## config.mk

```make
export PLATFORM = sky130hd
export DESIGN_NAME = wash_timer
export DESIGN_NICKNAME = d
export VERILOG_FILES = /design/src/rtl/wash_pkg.sv /design/src/rtl/wash_timer_sec_prescaler.sv /design/src/rtl/wash_timer.sv
export SDC_FILE = /design/constraint.sdc
export NUM_CORES = 1
export LEC_CHECK = 0
export BUFFER_PORTS_ARGS = -buffer_cell sky130_fd_sc_hd__clkbuf_2
export CAP_MARGIN = 40
export CORE_MARGIN = 3
export CORE_UTILIZATION = 45
export DETAILED_ROUTE_END_ITERATION = 10
export SETUP_SLACK_MARGIN = 0.02
export SYNTH_ARGS = -nofsm -noshare
export SYNTH_HDL_FRONTEND = slang
export SYNTH_SLANG_ARGS = --single-unit
export TNS_END_PERCENT = 5
```

## constraint.sdc

```tcl
create_clock -name clk -period 6.86 [get_ports clk]
set_input_delay 0.686 -clock clk [delete_from_list [all_inputs] [get_ports clk]]
set_output_delay 0.686 -clock clk [all_outputs]
set_load 0.03 [all_outputs]
```

## src/rtl/wash_pkg.sv

```systemverilog
// -----------------------------------------------------------------------------
// wash_pkg
// Shared definitions for the washing-machine controller and its duration timer:
//   - controller state encoding (3-bit)
//   - clk_freq clock-rate select encoding
//   - minute values on which timeout pulses are generated
//   - small helper for pulse decoding
// -----------------------------------------------------------------------------
package wash_pkg;

    // Controller state encoding, shared with the controller FSM.
    typedef enum logic [2:0] {
        ST_IDLE     = 3'd0,
        ST_FILLING  = 3'd1,
        ST_WASHING  = 3'd2,
        ST_RINSING  = 3'd3,
        ST_SPINNING = 3'd4
    } wash_state_e;

    // Clock-rate select: ticks per second = base << clk_freq.
    typedef enum logic [1:0] {
        FREQ_1MHZ = 2'b00,
        FREQ_2MHZ = 2'b01,
        FREQ_4MHZ = 2'b10,
        FREQ_8MHZ = 2'b11
    } clk_freq_e;

    // Minutes on which a timeout pulse is emitted.
    localparam logic [2:0] PULSE_MIN_1 = 3'd1;
    localparam logic [2:0] PULSE_MIN_2 = 3'd2;
    localparam logic [2:0] PULSE_MIN_5 = 3'd5;

    // Saturation value of the elapsed-minutes counter.
    localparam logic [2:0] MIN_SAT = 3'd7;

    // True when incrementing cur_min lands exactly on target.
    function automatic logic is_pulse_edge(input logic [2:0] cur_min,
                                           input logic [2:0] target);
        logic [2:0] nxt;
        nxt = cur_min + 3'd1;
        return (nxt == target);
    endfunction

endpackage

```

## src/rtl/wash_timer_sec_prescaler.sv

```systemverilog
// -----------------------------------------------------------------------------
// sec_prescaler
// Divides clk down to a one-cycle sec_tick. The terminal count is derived from
// the live clk_freq, so a rate change takes effect on the next counting edge.
// Ports:
//   clk       system clock
//   rst       asynchronous active-low reset
//   clr       synchronous clear of the prescaler (restart / idle)
//   en        count enable (low while paused, cleared or idle)
//   clk_freq  rate select, ticks per second = SEC_TICKS_BASE << clk_freq
//   sec_tick  combinational, high on the counting edge where the prescaler wraps
// -----------------------------------------------------------------------------
module sec_prescaler
    import wash_pkg::*;
#(
    parameter int SEC_TICKS_BASE = 1_000_000
) (
    input  logic       clk,
    input  logic       rst,
    input  logic       clr,
    input  logic       en,
    input  logic [1:0] clk_freq,
    output logic       sec_tick
);

    // Wide enough for the 8 MHz setting; T-1 always fits.
    localparam int PW = $clog2(8 * SEC_TICKS_BASE);
    localparam logic [PW-1:0] BASE_P = PW'(SEC_TICKS_BASE);
    localparam logic [PW-1:0] ONE_P  = PW'(1);

    logic [PW-1:0] cnt_r;
    logic [PW-1:0] cnt_nxt_s;
    logic [PW-1:0] last_s;
    logic          term_s;

    // Terminal count and next prescaler value. The shift may wrap to zero at
    // the top rate (T == 2**PW); subtracting one modulo 2**PW still gives T-1.
    // ">=" rather than "==" makes a prescaler left above a newly lowered
    // terminal count wrap immediately instead of running on.
    always_comb begin
        last_s    = (BASE_P << clk_freq) - ONE_P;
        term_s    = (cnt_r >= last_s);
        sec_tick  = en && term_s;
        cnt_nxt_s = cnt_r;
        if (clr) begin
            cnt_nxt_s = '0;
        end else if (en) begin
            if (term_s) begin
                cnt_nxt_s = '0;
            end else begin
                cnt_nxt_s = cnt_r + ONE_P;
            end
        end else begin
            cnt_nxt_s = cnt_r;
        end
    end

    // Prescaler register.
    always_ff @(posedge clk or negedge rst) begin
        if (!rst) begin
            cnt_r <= '0;
        end else begin
            cnt_r <= cnt_nxt_s;
        end
    end

endmodule

```

## src/rtl/wash_timer.sv

```systemverilog
// -----------------------------------------------------------------------------
// wash_timer
// Measures time spent in the controller's current state and emits one-cycle
// timeout pulses after 1, 2 and 5 minutes. Timing restarts on every state
// change, is held at zero in IDLE and freezes while pause is high.
// Ports:
//   clk            system clock
//   rst            asynchronous active-low reset
//   clk_freq       rate select (00=1, 01=2, 10=4, 11=8 MHz)
//   current_state  controller state (wash_state_e encoding)
//   pause          freeze all counters while high
//   minutes_1      registered pulse, 1 minute elapsed
//   minutes_2      registered pulse, 2 minutes elapsed
//   minutes_5      registered pulse, 5 minutes elapsed
//   elapsed_min    whole minutes in current state, saturating at 7
// -----------------------------------------------------------------------------
module wash_timer
    import wash_pkg::*;
#(
    parameter int SEC_TICKS_BASE = 1_000_000,
    parameter int SEC_PER_MIN    = 60
) (
    input  logic       clk,
    input  logic       rst,
    input  logic [1:0] clk_freq,
    input  logic [2:0] current_state,
    input  logic       pause,
    output logic       minutes_1,
    output logic       minutes_2,
    output logic       minutes_5,
    output logic [2:0] elapsed_min
);

    localparam int SW = (SEC_PER_MIN > 1) ? $clog2(SEC_PER_MIN) : 1;
    localparam logic [SW-1:0] SEC_LAST = SW'(SEC_PER_MIN - 1);
    localparam logic [SW-1:0] SEC_ONE  = SW'(1);

    logic [2:0]    prev_state_r;
    logic [SW-1:0] sec_r;
    logic [SW-1:0] sec_nxt_s;
    logic [2:0]    min_nxt_s;
    logic          restart_s;
    logic          idle_s;
    logic          clr_s;
    logic          en_s;
    logic          sec_tick_s;
    logic          min_tick_s;
    logic          min_inc_s;
    logic          p1_nxt_s;
    logic          p2_nxt_s;
    logic          p5_nxt_s;

    // Restart beats pause beats count: a cleared cycle never enables counting,
    // so a terminal count coinciding with a restart or pause yields no pulse.
    always_comb begin
        restart_s = (current_state != prev_state_r);
        idle_s    = (current_state == ST_IDLE);
        clr_s     = restart_s || idle_s;
        en_s      = !clr_s && !pause;
    end

    sec_prescaler #(
        .SEC_TICKS_BASE (SEC_TICKS_BASE)
    ) u_prescaler (
        .clk      (clk),
        .rst      (rst),
        .clr      (clr_s),
        .en       (en_s),
        .clk_freq (clk_freq),
        .sec_tick (sec_tick_s)
    );

    // Seconds/minutes next-state and pulse decode. sec_tick is already gated
    // by en, so min_inc implies a counting (non-cleared, non-paused) edge.
    always_comb begin
        min_tick_s = sec_tick_s && (sec_r == SEC_LAST);
        min_inc_s  = min_tick_s && (elapsed_min != MIN_SAT);

        sec_nxt_s = sec_r;
        if (clr_s) begin
            sec_nxt_s = '0;
        end else if (sec_tick_s) begin
            if (sec_r == SEC_LAST) begin
                sec_nxt_s = '0;
            end else begin
                sec_nxt_s = sec_r + SEC_ONE;
            end
        end else begin
            sec_nxt_s = sec_r;
        end

        min_nxt_s = elapsed_min;
        if (clr_s) begin
            min_nxt_s = 3'd0;
        end else if (min_inc_s) begin
            min_nxt_s = elapsed_min + 3'd1;
        end else begin
            min_nxt_s = elapsed_min;
        end

        p1_nxt_s = min_inc_s && is_pulse_edge(elapsed_min, PULSE_MIN_1);
        p2_nxt_s = min_inc_s && is_pulse_edge(elapsed_min, PULSE_MIN_2);
        p5_nxt_s = min_inc_s && is_pulse_edge(elapsed_min, PULSE_MIN_5);
    end

    // State history, counters and registered timeout pulses.
    always_ff @(posedge clk or negedge rst) begin
        if (!rst) begin
            prev_state_r <= 3'd0;
            sec_r        <= '0;
            elapsed_min  <= 3'd0;
            minutes_1    <= 1'b0;
            minutes_2    <= 1'b0;
            minutes_5    <= 1'b0;
        end else begin
            prev_state_r <= current_state;
            sec_r        <= sec_nxt_s;
            elapsed_min  <= min_nxt_s;
            minutes_1    <= p1_nxt_s;
            minutes_2    <= p2_nxt_s;
            minutes_5    <= p5_nxt_s;
        end
    end

endmodule

```

== After elaboration in Yosys (flattened, before gate mapping) ==
Cells that the tools add are included.
Operators by class
  reduce and logical (&&, ||, !) cells: 14
  $lt $le $gt $ge: 1
  multiplexer cells: 8
  shift operators: 1
  add/subtract/negate cells: 4
  equal/unequal tests: 6
Operators with widths (count)
  $mux 23: 3
  $add 23x1->23 const B: 1
  $ge 23x23->1: 1
  $shl 20x2->23 const A: 1
  $sub 23x1->23 const B: 1
  $mux 6: 3
  $logic_and 1x1->1: 7
  $add 6x1->6 const B: 1
  $eq 6x6->1 const B: 1
  $mux 3: 2
  $reduce_bool 2->1: 3
  $add 3x1->3 const B: 1
  $eq 3x1->1 const B: 1
  $eq 3x2->1 const B: 1
  $eq 3x3->1 const B: 1
  $logic_not 3->1: 1
  $ne 3x3->1: 1
  $ne 3x3->1 const B: 1
  $logic_not 1->1: 2
  $logic_or 1x1->1: 1
Storage, ports and cells
  register bits after elaboration: 38

== Depth between registers and ports, before layout ==
  depth in word-level cells: 9
  gate-level depth with buffers: 11
  depth with buffers taken out: 10

== By module ==
A second synthesis with hierarchy kept.
Unflattened totals
  cell total of the unflattened synthesis: 284
  area, all modules: 2672.6 um2
By module, submodules not included
  sec_prescaler: area an instance 1895.6 um2, instances 1, cells each 212
  wash_timer: area an instance 777.0 um2, instances 1, cells each 72

== Worst setup path before layout ==
Ideal clock, no wire load.
  kind: input to register
  from: in clk_freq[1]
  to: reg u_prescaler.cnt_r[22]
  slack: 3.959 ns
  cell stages on the path: 11
  buffers on the path: 1
  required time: 6.778 ns
  library setup time: 0.082 ns
  data arrival time: 2.820 ns
  path through: inv_1 -> ha_1 -> inv_1 -> ha_1 -> a21oi_1 -> o21ai_0 -> a221o_1 -> a311o_1 -> buf_6 -> o41a_1 -> a31oi_1
Between the ends
  cells in the longest elaborated chain, start to end: 6
Ends and longest elaborated chain
  start, declared: RTL line wash_timer.sv:25  | input logic [1:0] clk_freq,
  $shl 20x2->23: RTL line wash_timer_sec_prescaler.sv:41  | last_s = (BASE_P << clk_freq) - ONE_P;
  $sub 23x1->23: RTL line wash_timer_sec_prescaler.sv:41
  $ge 23x23->1: RTL line wash_timer_sec_prescaler.sv:42  | term_s = (cnt_r >= last_s);
  $mux 23: RTL line wash_timer_sec_prescaler.sv:48  | if (term_s) begin
  $mux 23: RTL line wash_timer_sec_prescaler.sv:47  | end else if (en) begin
  $mux 23: RTL line wash_timer_sec_prescaler.sv:45  | if (clr) begin
  end signal, assigned: RTL line wash_timer_sec_prescaler.sv:63  | cnt_r <= cnt_nxt_s;
  end, declared: RTL line wash_timer_sec_prescaler.sv:31  | logic [PW-1:0] cnt_r;
Every way passes these cells. The select of a mux whose other input is x is not followed.
A chain may end at the register's enable or synchronous reset.

== Worst setup path after layout ==
  from: in clk_freq[1]
  to: reg u_prescaler.cnt_r[21]
Same word-level chain as after synthesis.

==> results.md <==
- Outcome: finished, final reports clean
- Critical-path top delay cell: a311oi_4
- Initial Util: 0.469
- Peak VDD IR: 0.114 mV
- Yosys top cell by area: dfrtp_1
- Routed WL: 5.99 mm
- Ports: 14
- Post-synthesis sequential area ratio: 0.364
- Via Count: 2316
- Drt wl/cell: 15.9 microns
- Top cells by area, synth: dfrtp_1, ha_1, a31oi_1
- Vias per cell: 6.13
- Pin count of the biggest net entering global routing: 36
- Worst hold path type: input port to asynchronous set/reset pin
- Critical Path Max Stage Delay: 0.66 ns
- Worst Path Max Fanout: 32
- Metal-1 WL: 3.04 mm
- Fmax achieved: 295 MHz
- Crit path time final: 3.39 ns
- RR Startpoint: u_prescaler.cnt_r[21]$_DFFE_PN0P_
- Resized Gates After CTS: 0
- Kind of critical path: input port to register
- Most frequent cell after synthesis: dfrtp_1
- Vias in the first global route: 2106
- Buf/Inv on CP: 4
- Met2 wire len: 2.63 mm
- Overflow after GRT: 0
- Root buf cell: clkbuf_8
- Setup tns final: 0 ns
- Total CTS buffers: 5
- Reg clk slew, reported paths: 0.08 ns
- DRT Pass-1 Iters: 5
- Max_slew headroom: 0.526
- Setup crit start: clk_freq[1]
- # setup viols final: 0
- CTS tree: built
- CP endpoint kind: register
- Syn_nets: 334
- Port-buffer cells: 13
- WP data required: 7.06 ns
- Main synth FF type: dfrtp_1
- DIE HEIGHT: 82.2 microns
- CORE AREA: 5570 sq um
- Post-synth EDFFs: 0
- P per Cell Area: 154 nW/um^2
- Die Width: 82.2 microns
- Post-synth cell types: 44
- Crit-path cells: clkbuf_2 -> inv_1 -> ha_1 -> inv_1 -> ha_1 -> a21oi_1 -> o21ai_0 -> a221o_1 -> a311oi_4 -> buf_4 -> nand3_1 -> o31ai_1
- Total track usage: 0.193
- Postcts setup bufs: 0
- Layout Nets: 343
- DR iter-0 viols: 194
- Final Cycle Share: 0.495
- Worst-Skew Late Latency: 0.29 ns
- Skew final: 0.00952 ns
- Routed Antenna Nets: 0
- Leak: 1.20 nW
- Max Root-Sink Buffers: 2
- Synth Warn #: 0
- Row count: 27
- DRC viols: 0
- Startpoint types: input port
- Setup WS pre-CTS: 3.14 ns
- Core Util, Final: 0.510
- GPL Wtd Cong: 0.804
- Htree depth: 2
- Critical Path AT: 3.59 ns
- Initial antenna violation count: 0
- Syn Inst Count: 296
- Flops & latches, synth: 38
- ANT cells: 0
- Fin. Hold Viols: 0
- DPL Wire Length: 4.12 mm
- Layout area overhead: 8.71%
- Fill cells: 557
- Setup WS post-layout: 3.47 ns
- First-pass GRT wire length: 10.2 mm
- Max Slew Vio Count: 0
- Max Cap Violations: 0
- Die area: 6760 sq um
- TritonCTS Sinks: 38
- DR WL met3: 278 microns
- Most frequent cells after synthesis: dfrtp_1, a31oi_1, ha_1, nand3_1, nand2_1
- Share of cells above drive strength 1: 0.101
- Register-to-Register Setup Slack: 3.84 ns
- RSZ-0062 raised after global routing: no
- Syn avg cell area: 8.83 sq um
- Top Metal Used: met4
- Post-synth ARST share: 1.00
- Top cell type's share of synthesized area: 0.364
- Worst Tran Pin Value: 0.711 ns
- Mapped Area: 2610 sq um
- Cts hold-fix bufs: 0
- Top delay family on crit path: compound AO/OA/AOI/OAI gates
-- kinds of logic (layout without fill, tap and decap cells) --
| kind of cell | count (synthesis) | after routing | synth area share |
|---|---|---|---|
| flops | 38 | 38 | 0.364 |
| fa+ha+maj | 30 | 30 | 0.144 |
| other cells | 2 | 2 | 0.00287 |
| compound gates | 81 | 81 | 0.208 |
| simple gates | 118 | 118 | 0.235 |
| buf+inv | 25 | 35 | 0.0407 |
| xor+xnor | 2 | 2 | 0.00670 |
-- per-layer routing --
layer | track usage | vias to the layer above
met5 | 0 | -
met4 | 0.0498 | 0
met3 | 0.0304 | 7
met2 | 0.295 | 55
met1 | 0.281 | 1115
li1 | - | 1139
-- power by group --
part	switching (mW)	internal [mW]
logic	0.0325	0.0131
clock network	0.0845	0.0809
registers	0.00133	0.225
total	0.118	0.319
-- worst paths after layout --
kind / depth (start not counted) / end
worst max-delay path: 12 / u_prescaler.cnt_r[21]$_DFFE_PN0P_
worst min-delay path: 1 / minutes_2$_DFF_PN0_
worst max register to register: 8 / u_prescaler.cnt_r[21]$_DFFE_PN0P_
worst min register to register: 1 / u_prescaler.cnt_r[22]$_DFFE_PN0P_
min in group clk: 1 / u_prescaler.cnt_r[22]$_DFFE_PN0P_
max in group asynchronous: 2 / prev_state_r[0]$_DFF_PN0_
-- area by class of cell --
| type | instances | area [sq um] | area share |
|---|---|---|---|
| Multi-Input combinational cell | 233 | 1560 | 0.550 |
| Sequential cell | 38 | 951 | 0.335 |
| Timing Repair Buffer | 17 | 104 | 0.0365 |
| Tap cell | 72 | 90.1 | 0.0317 |
| Clock buffer | 6 | 82.6 | 0.0291 |
| Inverter | 10 | 37.5 | 0.0132 |
| Clock inverter | 2 | 12.5 | 0.00440 |
-- worst register-to-register path: stages, from the launching register on --
cell	delay, ns
dfrtp_1	0.44
ha_1	0.34
a21oi_1	0.17
nand2_1	0.07
a221o_1	0.38
a311oi_4	0.66
buf_4	0.44
nand3_1	0.18
o31ai_1	0.26
-- flip-flops by register name, indices dropped and copies added (netlist names) --
| register | flops |
|---|---|
| u_prescaler.cnt_r | 23 |
| sec_r | 6 |
| prev_state_r | 3 |
| minutes_2 | 1 |
| minutes_1 | 1 |
| minutes_5 | 1 |
| elapsed_min | 3 |
-- layout by cell type (no fill, tap or decap), types with 3 or more instances in the layout --
master / instances
inv_1: 10
nor3_1: 3
nand2_1: 25
a21oi_1: 18
clkbuf_8: 6
or4_1: 5
clkbuf_2: 13
o31ai_1: 6
dfrtp_1: 38
nor2_1: 22
a31oi_1: 31
and3_1: 3
nand3_1: 28
or2_2: 3
nand4_1: 11
ha_1: 30
or3_1: 4
a41oi_1: 3
o21ai_0: 8
-- through the flow --
stage | power (mW) | hold WS [ns] | cell area, sq um | cells
2_1_floorplan | 0.260 | 0.390 | 2610 | 296
3_3_place_gp | 0.275 | 0.514 | 2720 | 368
3_5_place_dp | 0.277 | 0.514 | 2750 | 370
4_1_cts | 0.442 | 0.294 | 2840 | 378
5_1_grt | 0.458 | 0.305 | 2840 | 378
6_report | 0.438 | 0.283 | 2840 | 378
Note: power is estimated with default switching activity, not from simulation.
